### config.mk
export PLATFORM = sky130hd
export DESIGN_NAME = clock_failover_ctrl
export DESIGN_NICKNAME = d
export VERILOG_FILES = /design/src/rtl/clock_failover_ctrl.sv
export SDC_FILE = /design/constraint.sdc
export NUM_CORES = 1
export LEC_CHECK = 0
export BUFFER_PORTS_ARGS = -buffer_cell sky130_fd_sc_hd__buf_2
export CORE_MARGIN = 8
export CORE_UTILIZATION = 64
export CTS_CLUSTER_SIZE = 20
export DETAILED_ROUTE_END_ITERATION = 10
export PLACE_DENSITY = 0.91
export SLEW_MARGIN = 20
export SYNTH_ARGS = -nofsm -noshare
export SYNTH_HDL_FRONTEND = slang
export SYNTH_SLANG_ARGS = --single-unit
### constraint.sdc
create_clock -name aclk -period 5.5 [get_ports aclk]
set_input_delay 0.825 -clock aclk [delete_from_list [all_inputs] [get_ports aclk]]
set_output_delay 0.825 -clock aclk [all_outputs]
set_load 0.03 [all_outputs]
### src/rtl/clock_failover_ctrl.sv
// Purpose: clock-health monitor and rate-limited select generator for the glitchless clock mux.
// Latency: heartbeat edge detected 3 aclk edges after hbN_in changes; selection follows health/manual changes by 1 cycle.
// Backpressure: none; after each switch, requests are ignored for HOLDOFF_CYCLES cycles.
module clock_failover_ctrl #(
  parameter int WINDOW_CYCLES  = 1024,
  parameter int MIN_EDGES      = 4,
  parameter int HOLDOFF_CYCLES = 256
) (
  input  logic aclk,
  input  logic aresetn,
  input  logic hb1_in,
  input  logic hb2_in,
  input  logic manual_en_in,
  input  logic manual_sel_in,
  output logic selection,
  output logic clk1_ok,
  output logic clk2_ok,
  output logic no_clock,
  output logic switch_pulse
);

  localparam int WW = $clog2(WINDOW_CYCLES);
  localparam int EW = $clog2(MIN_EDGES + 1);
  localparam int HW = (HOLDOFF_CYCLES > 1) ? $clog2(HOLDOFF_CYCLES) : 1;

  localparam logic [WW-1:0] WIN_LAST  = WW'(WINDOW_CYCLES - 1);
  localparam logic [EW-1:0] EDGE_SAT  = EW'(MIN_EDGES);
  localparam logic [EW:0]   EDGE_MIN  = (EW + 1)'(MIN_EDGES);
  localparam logic [HW-1:0] HOLD_LOAD = HW'(HOLDOFF_CYCLES - 1);

  typedef enum logic [1:0] {
    ST_INIT,
    ST_ON1,
    ST_ON2,
    ST_HOLD
  } state_t;

  // Heartbeat pipelines: [0],[1] synchronize, [2] is the delayed copy used for edge detection.
  logic [2:0] hb1_sr;
  logic [2:0] hb2_sr;
  logic       edge1;
  logic       edge2;

  logic [WW-1:0] win_cnt;
  logic          win_term;
  logic          window_done;

  logic [EW-1:0] ecnt1;
  logic [EW-1:0] ecnt2;
  logic [EW:0]   tot1;
  logic [EW:0]   tot2;

  logic          man_en_q;
  logic          man_sel_q;

  state_t        state;
  state_t        state_nxt;
  logic [HW-1:0] hold_cnt;
  logic [HW-1:0] hold_nxt;
  logic          sel_nxt;
  logic          pulse_nxt;
  logic          tgt;
  logic          want_switch;
  logic          do_switch;

  assign edge1    = hb1_sr[1] ^ hb1_sr[2];
  assign edge2    = hb2_sr[1] ^ hb2_sr[2];
  assign win_term = (win_cnt == WIN_LAST);

  // An edge on the terminal cycle still counts toward the window being closed.
  assign tot1 = {1'b0, ecnt1} + {{EW{1'b0}}, edge1};
  assign tot2 = {1'b0, ecnt2} + {{EW{1'b0}}, edge2};

  // Synchronize both heartbeat toggles into the aclk domain.
  always_ff @(posedge aclk or negedge aresetn) begin
    if (!aresetn) begin
      hb1_sr <= '0;
      hb2_sr <= '0;
    end else begin
      hb1_sr <= {hb1_sr[1:0], hb1_in};
      hb2_sr <= {hb2_sr[1:0], hb2_in};
    end
  end

  // Free-running measurement window; window_done latches after the first close.
  always_ff @(posedge aclk or negedge aresetn) begin
    if (!aresetn) begin
      win_cnt     <= '0;
      window_done <= 1'b0;
    end else if (win_term) begin
      win_cnt     <= '0;
      window_done <= 1'b1;
    end else begin
      win_cnt     <= win_cnt + WW'(1);
    end
  end

  // Saturating edge counters; health is latched and counters cleared at window close.
  always_ff @(posedge aclk or negedge aresetn) begin
    if (!aresetn) begin
      ecnt1   <= '0;
      ecnt2   <= '0;
      clk1_ok <= 1'b0;
      clk2_ok <= 1'b0;
    end else if (win_term) begin
      ecnt1   <= '0;
      ecnt2   <= '0;
      clk1_ok <= (tot1 >= EDGE_MIN);
      clk2_ok <= (tot2 >= EDGE_MIN);
    end else begin
      if (edge1 && (ecnt1 != EDGE_SAT)) ecnt1 <= ecnt1 + EW'(1);
      if (edge2 && (ecnt2 != EDGE_SAT)) ecnt2 <= ecnt2 + EW'(1);
    end
  end

  // Both-clocks-lost flag, one cycle behind the health bits; manual inputs registered once.
  always_ff @(posedge aclk or negedge aresetn) begin
    if (!aresetn) begin
      no_clock  <= 1'b0;
      man_en_q  <= 1'b0;
      man_sel_q <= 1'b0;
    end else begin
      no_clock  <= window_done & ~clk1_ok & ~clk2_ok;
      man_en_q  <= manual_en_in;
      man_sel_q <= manual_sel_in;
    end
  end

  // Selection FSM state, holdoff counter and registered outputs.
  always_ff @(posedge aclk or negedge aresetn) begin
    if (!aresetn) begin
      state        <= ST_INIT;
      hold_cnt     <= '0;
      selection    <= 1'b0;
      switch_pulse <= 1'b0;
    end else begin
      state        <= state_nxt;
      hold_cnt     <= hold_nxt;
      selection    <= sel_nxt;
      switch_pulse <= pulse_nxt;
    end
  end

  // Target choice and next-state logic. When the holdoff expires a still-valid
  // request is taken in the same cycle, so selection stays put exactly
  // HOLDOFF_CYCLES cycles after each switch.
  always_comb begin
    state_nxt = state;
    hold_nxt  = hold_cnt;
    sel_nxt   = selection;
    pulse_nxt = 1'b0;
    do_switch = 1'b0;

    if (man_en_q)      tgt = man_sel_q;
    else if (clk1_ok)  tgt = 1'b0;
    else if (clk2_ok)  tgt = 1'b1;
    else               tgt = selection;

    want_switch = (tgt != selection) && (tgt ? clk2_ok : clk1_ok);

    case (state)
      ST_INIT: begin
        sel_nxt = 1'b0;
        if (win_term) state_nxt = ST_ON1;
      end
      ST_ON1, ST_ON2: begin
        do_switch = want_switch;
      end
      ST_HOLD: begin
        if (hold_cnt != '0)   hold_nxt  = hold_cnt - HW'(1);
        else if (want_switch) do_switch = 1'b1;
        else                  state_nxt = selection ? ST_ON2 : ST_ON1;
      end
      default: state_nxt = ST_INIT;
    endcase

    if (do_switch) begin
      sel_nxt   = tgt;
      pulse_nxt = 1'b1;
      hold_nxt  = HOLD_LOAD;
      state_nxt = ST_HOLD;
    end
  end

endmodule

==> flow_metrics.py <==
metrics = {
    "timing": {
        "worst_slew_margin_rel_pct": 43.4,
        "rsz0062_at_grt": "false",
        "finalSetupTns_ns": 0,
        "maxSlewViolCount": 0,
        "fin_ws_ns": 3.35,
        "max_freq_mhz": 464,
        "worst_pin_slew_ns": 0.850,
        "post-route-min-period_ns": 2.15,
        "skew_ns": 0.00950,
        "fin_crit_sh_pct": 39.2,
        "finalHoldViolations": 0,
        "setup_viol": 0,
    },
    "pwr": {
        "p_leak_nw": 1.01,
        "power_density_nw_per_um2": 312,
        "ir_drop_mv": 0.380,
    },
    "cells_and_area": {
        "final_core_util_pct": 73.6,
        "antenna_cells": 0,
        "syn_to_final_growth_pct": 8.41,
        "layout_common_cells": "40 x dfrtp_1, 21 x nand2_1, 11 x inv_1",
        "drive_above_1_share_pct": 16.7,
        "nets": 200,
        "final_common_cell": "dfrtp_1",
    },
    "clock_network": {
        "cts_tree": "yes",
        "post_cts_buffers": 0,
        "clk_latency_ns": 0.35,
        "root_buffer": "clkbuf_4",
        "clockBufferDepth": 2,
        "htree_levels": 2,
        "hold_buffers": 0,
        "clk_pin_slew_ns": 0.11,
        "numCtsBuffers": 5,
        "cts_resized": 0,
        "cts.sink_count": 40,
    },
    "worst_setup_path": {
        "required_ns": 5.74,
        "cp_slowest_cell": "or3b_4",
        "cp_max_fo": 3,
        "crit_path_start_kind": "register",
        "slowest_delay_ns": 0.41,
        "cp-end-kind": "register",
        "critPathKind": "reg2reg",
        "critPathArrivalTime_ns": 2.39,
        "path_cells": "inv_1 > ha_1 > nor3b_1 > nand3_1 > a22o_1 > or3b_4 > mux2_4",
    },
    "floorplanning": {
        "die_h_um": 70.3,
        "die_x_um": 70.3,
        "initial_utilization_pct": 67.9,
        "core_area_um2": 2780,
        "fp-row-count": 19,
        "ios": 11,
        "die_area_um2": 4950,
    },
    "synthesis": {
        "netlist_area_um2": 1890,
        "syn_avg_cell_area_um2": 11.0,
        "ys.flop_type": "dfrtp_1",
        "synth_nets": 186,
        "synthArstFlopShare_pct": 100,
        "ys_types": 38,
        "ys_warn_count": 0,
        "syn_inst": 171,
        "seq_area_frac_synth_pct": 53.0,
        "synth-seq-cells": 40,
        "synth-edff-count": 0,
    },
    "placed_design": {
        "gp_congestion": 0.776,
        "dp_hpwl_um": 2300,
        "portBuffers": 10,
        "pre_cts_slack_ns": 3.40,
    },
    "global_route": {
        "antenna_found_initial": 0,
        "grt_max_degree": 41,
        "overflow": 0,
        "first_global_vias": 1321,
        "grt_pass1_wl_um": 5780,
        "grt_util_all_layers_pct": 14.3,
    },
    "detailed_routing": {
        "drt_first_iter_violations": 68,
        "routed_via_density": 5.83,
        "wl_um": 3190,
        "antenna_left": 0,
        "drc_errors": 0,
        "routedWlPerCell_um": 14.7,
        "num_vias": 1265,
        "drtPass1Iterations": 4,
    },
    "job": {
        "cap_violations": 0,
    },
    "worst_hold_path": {
        "min_path_type": "reg2reg",
    },
    "status": {
        "outcome": "completed",
    },
}
-- per-stage QoR --
stage | instance area [um^2] | instances | power (mW) | hold WS (ns)
after floorplan | 1890 | 171 | 0.414 | 0.331
after global placement | 1960 | 209 | 0.430 | 0.337
after detailed placement | 1960 | 209 | 0.443 | 0.338
after CTS | 2050 | 217 | 0.647 | 0.366
after global routing | 2050 | 217 | 0.680 | 0.370
final | 2050 | 217 | 0.639 | 0.362
-- synthesized netlist by cell type (all sizes together) (2+ instances only) --
cell type / number / area [um^2]
nor3b: 2 / 15.0
nand4: 2 / 12.5
or3: 3 / 22.5
a211o: 2 / 20.0
a31oi: 2 / 12.5
nand3: 10 / 62.6
buf: 2 / 16.3
ha: 9 / 113
nand2: 21 / 78.8
nor2: 10 / 37.5
xor2: 10 / 87.6
xnor2: 8 / 70.1
nor3: 3 / 15.0
and4: 2 / 22.5
mux2i: 3 / 30.0
or3b: 2 / 20.0
dfrtp: 40 / 1000
and4b: 2 / 20.0
inv: 11 / 41.3
a21oi: 7 / 35.0
o211ai: 2 / 15.0
o21ai: 5 / 25.0
-- sequential cells by signal (all words and copies together) (netlist names) --
name	flops
man_sel_q	1
switch_pulse	1
hb1_sr	3
clk2_ok	1
window_done	1
hb2_sr	3
no_clock	1
win_cnt	10
selection	1
state	2
man_en_q	1
ecnt1	3
ecnt2	3
hold_cnt	8
clk1_ok	1
-- where the power goes --
part           leakage (nW)  switching (mW)  total (mW)  internal (mW)
clock network        0.0484          0.0946       0.204          0.109
logic                 0.451          0.0518      0.0934         0.0415
registers             0.511          0.0225       0.342          0.320
-- cell families after synthesis --
kind of cell             share of synthesized area, %
XOR/XNOR                                         8.34
flip-flops                                       53.0
buffers and inverters                            3.24
AO/OA/AOI/OAI                                    7.48
adder cells (fa/ha/maj)                          5.96
AND/OR/NAND/NOR                                  19.6
multiplexers                                     2.38
-- per-layer routing --
layer / part of all wire (%) / global-route usage, %
met1: 43 / 15.6
met2: 50 / 23.7
met3: 5.1 / 5.79
met4: 1.9 / 6.03
met5: 0 / 0
-- critical path, delay by kind of cell (launching register included) --
family,cells,cell delay [ns]
AOI/OAI and AO/OA,1,0.24
adders and majority gates,1,0.17
buffers and inverters,1,0.13
DFF,1,0.40
muxes,1,0.30
and+or+nand+nor,3,0.81
-- layout make-up --
cell class                      count  area (um^2)
Clock buffer                        6         51.3
Clock inverter                      2         38.8
Fill cell                         193          733
Inverter                           11         41.3
Multi-Input combinational cell    117          827
Sequential cell                    40         1000
Tap cell                           31         38.8
Timing Repair Buffer               10         50.0
-- worst paths after layout --
path	from	slack, ns	to	depth (start not counted)
worst max-delay path	hold_cnt[0]	3.35	state[0]	7
worst min-delay path	hb2_sr[0]	0.36	hb2_sr[1]	0
worst max register to register	hold_cnt[0]	3.35	state[0]	7
worst min register to register	hb2_sr[0]	0.36	hb2_sr[1]	0
max in group asynchronous	aresetn	4.40	ecnt2[0]	1
min in group asynchronous	aresetn	0.57	win_cnt[2]	1
(Power assumes the default switching activity.)
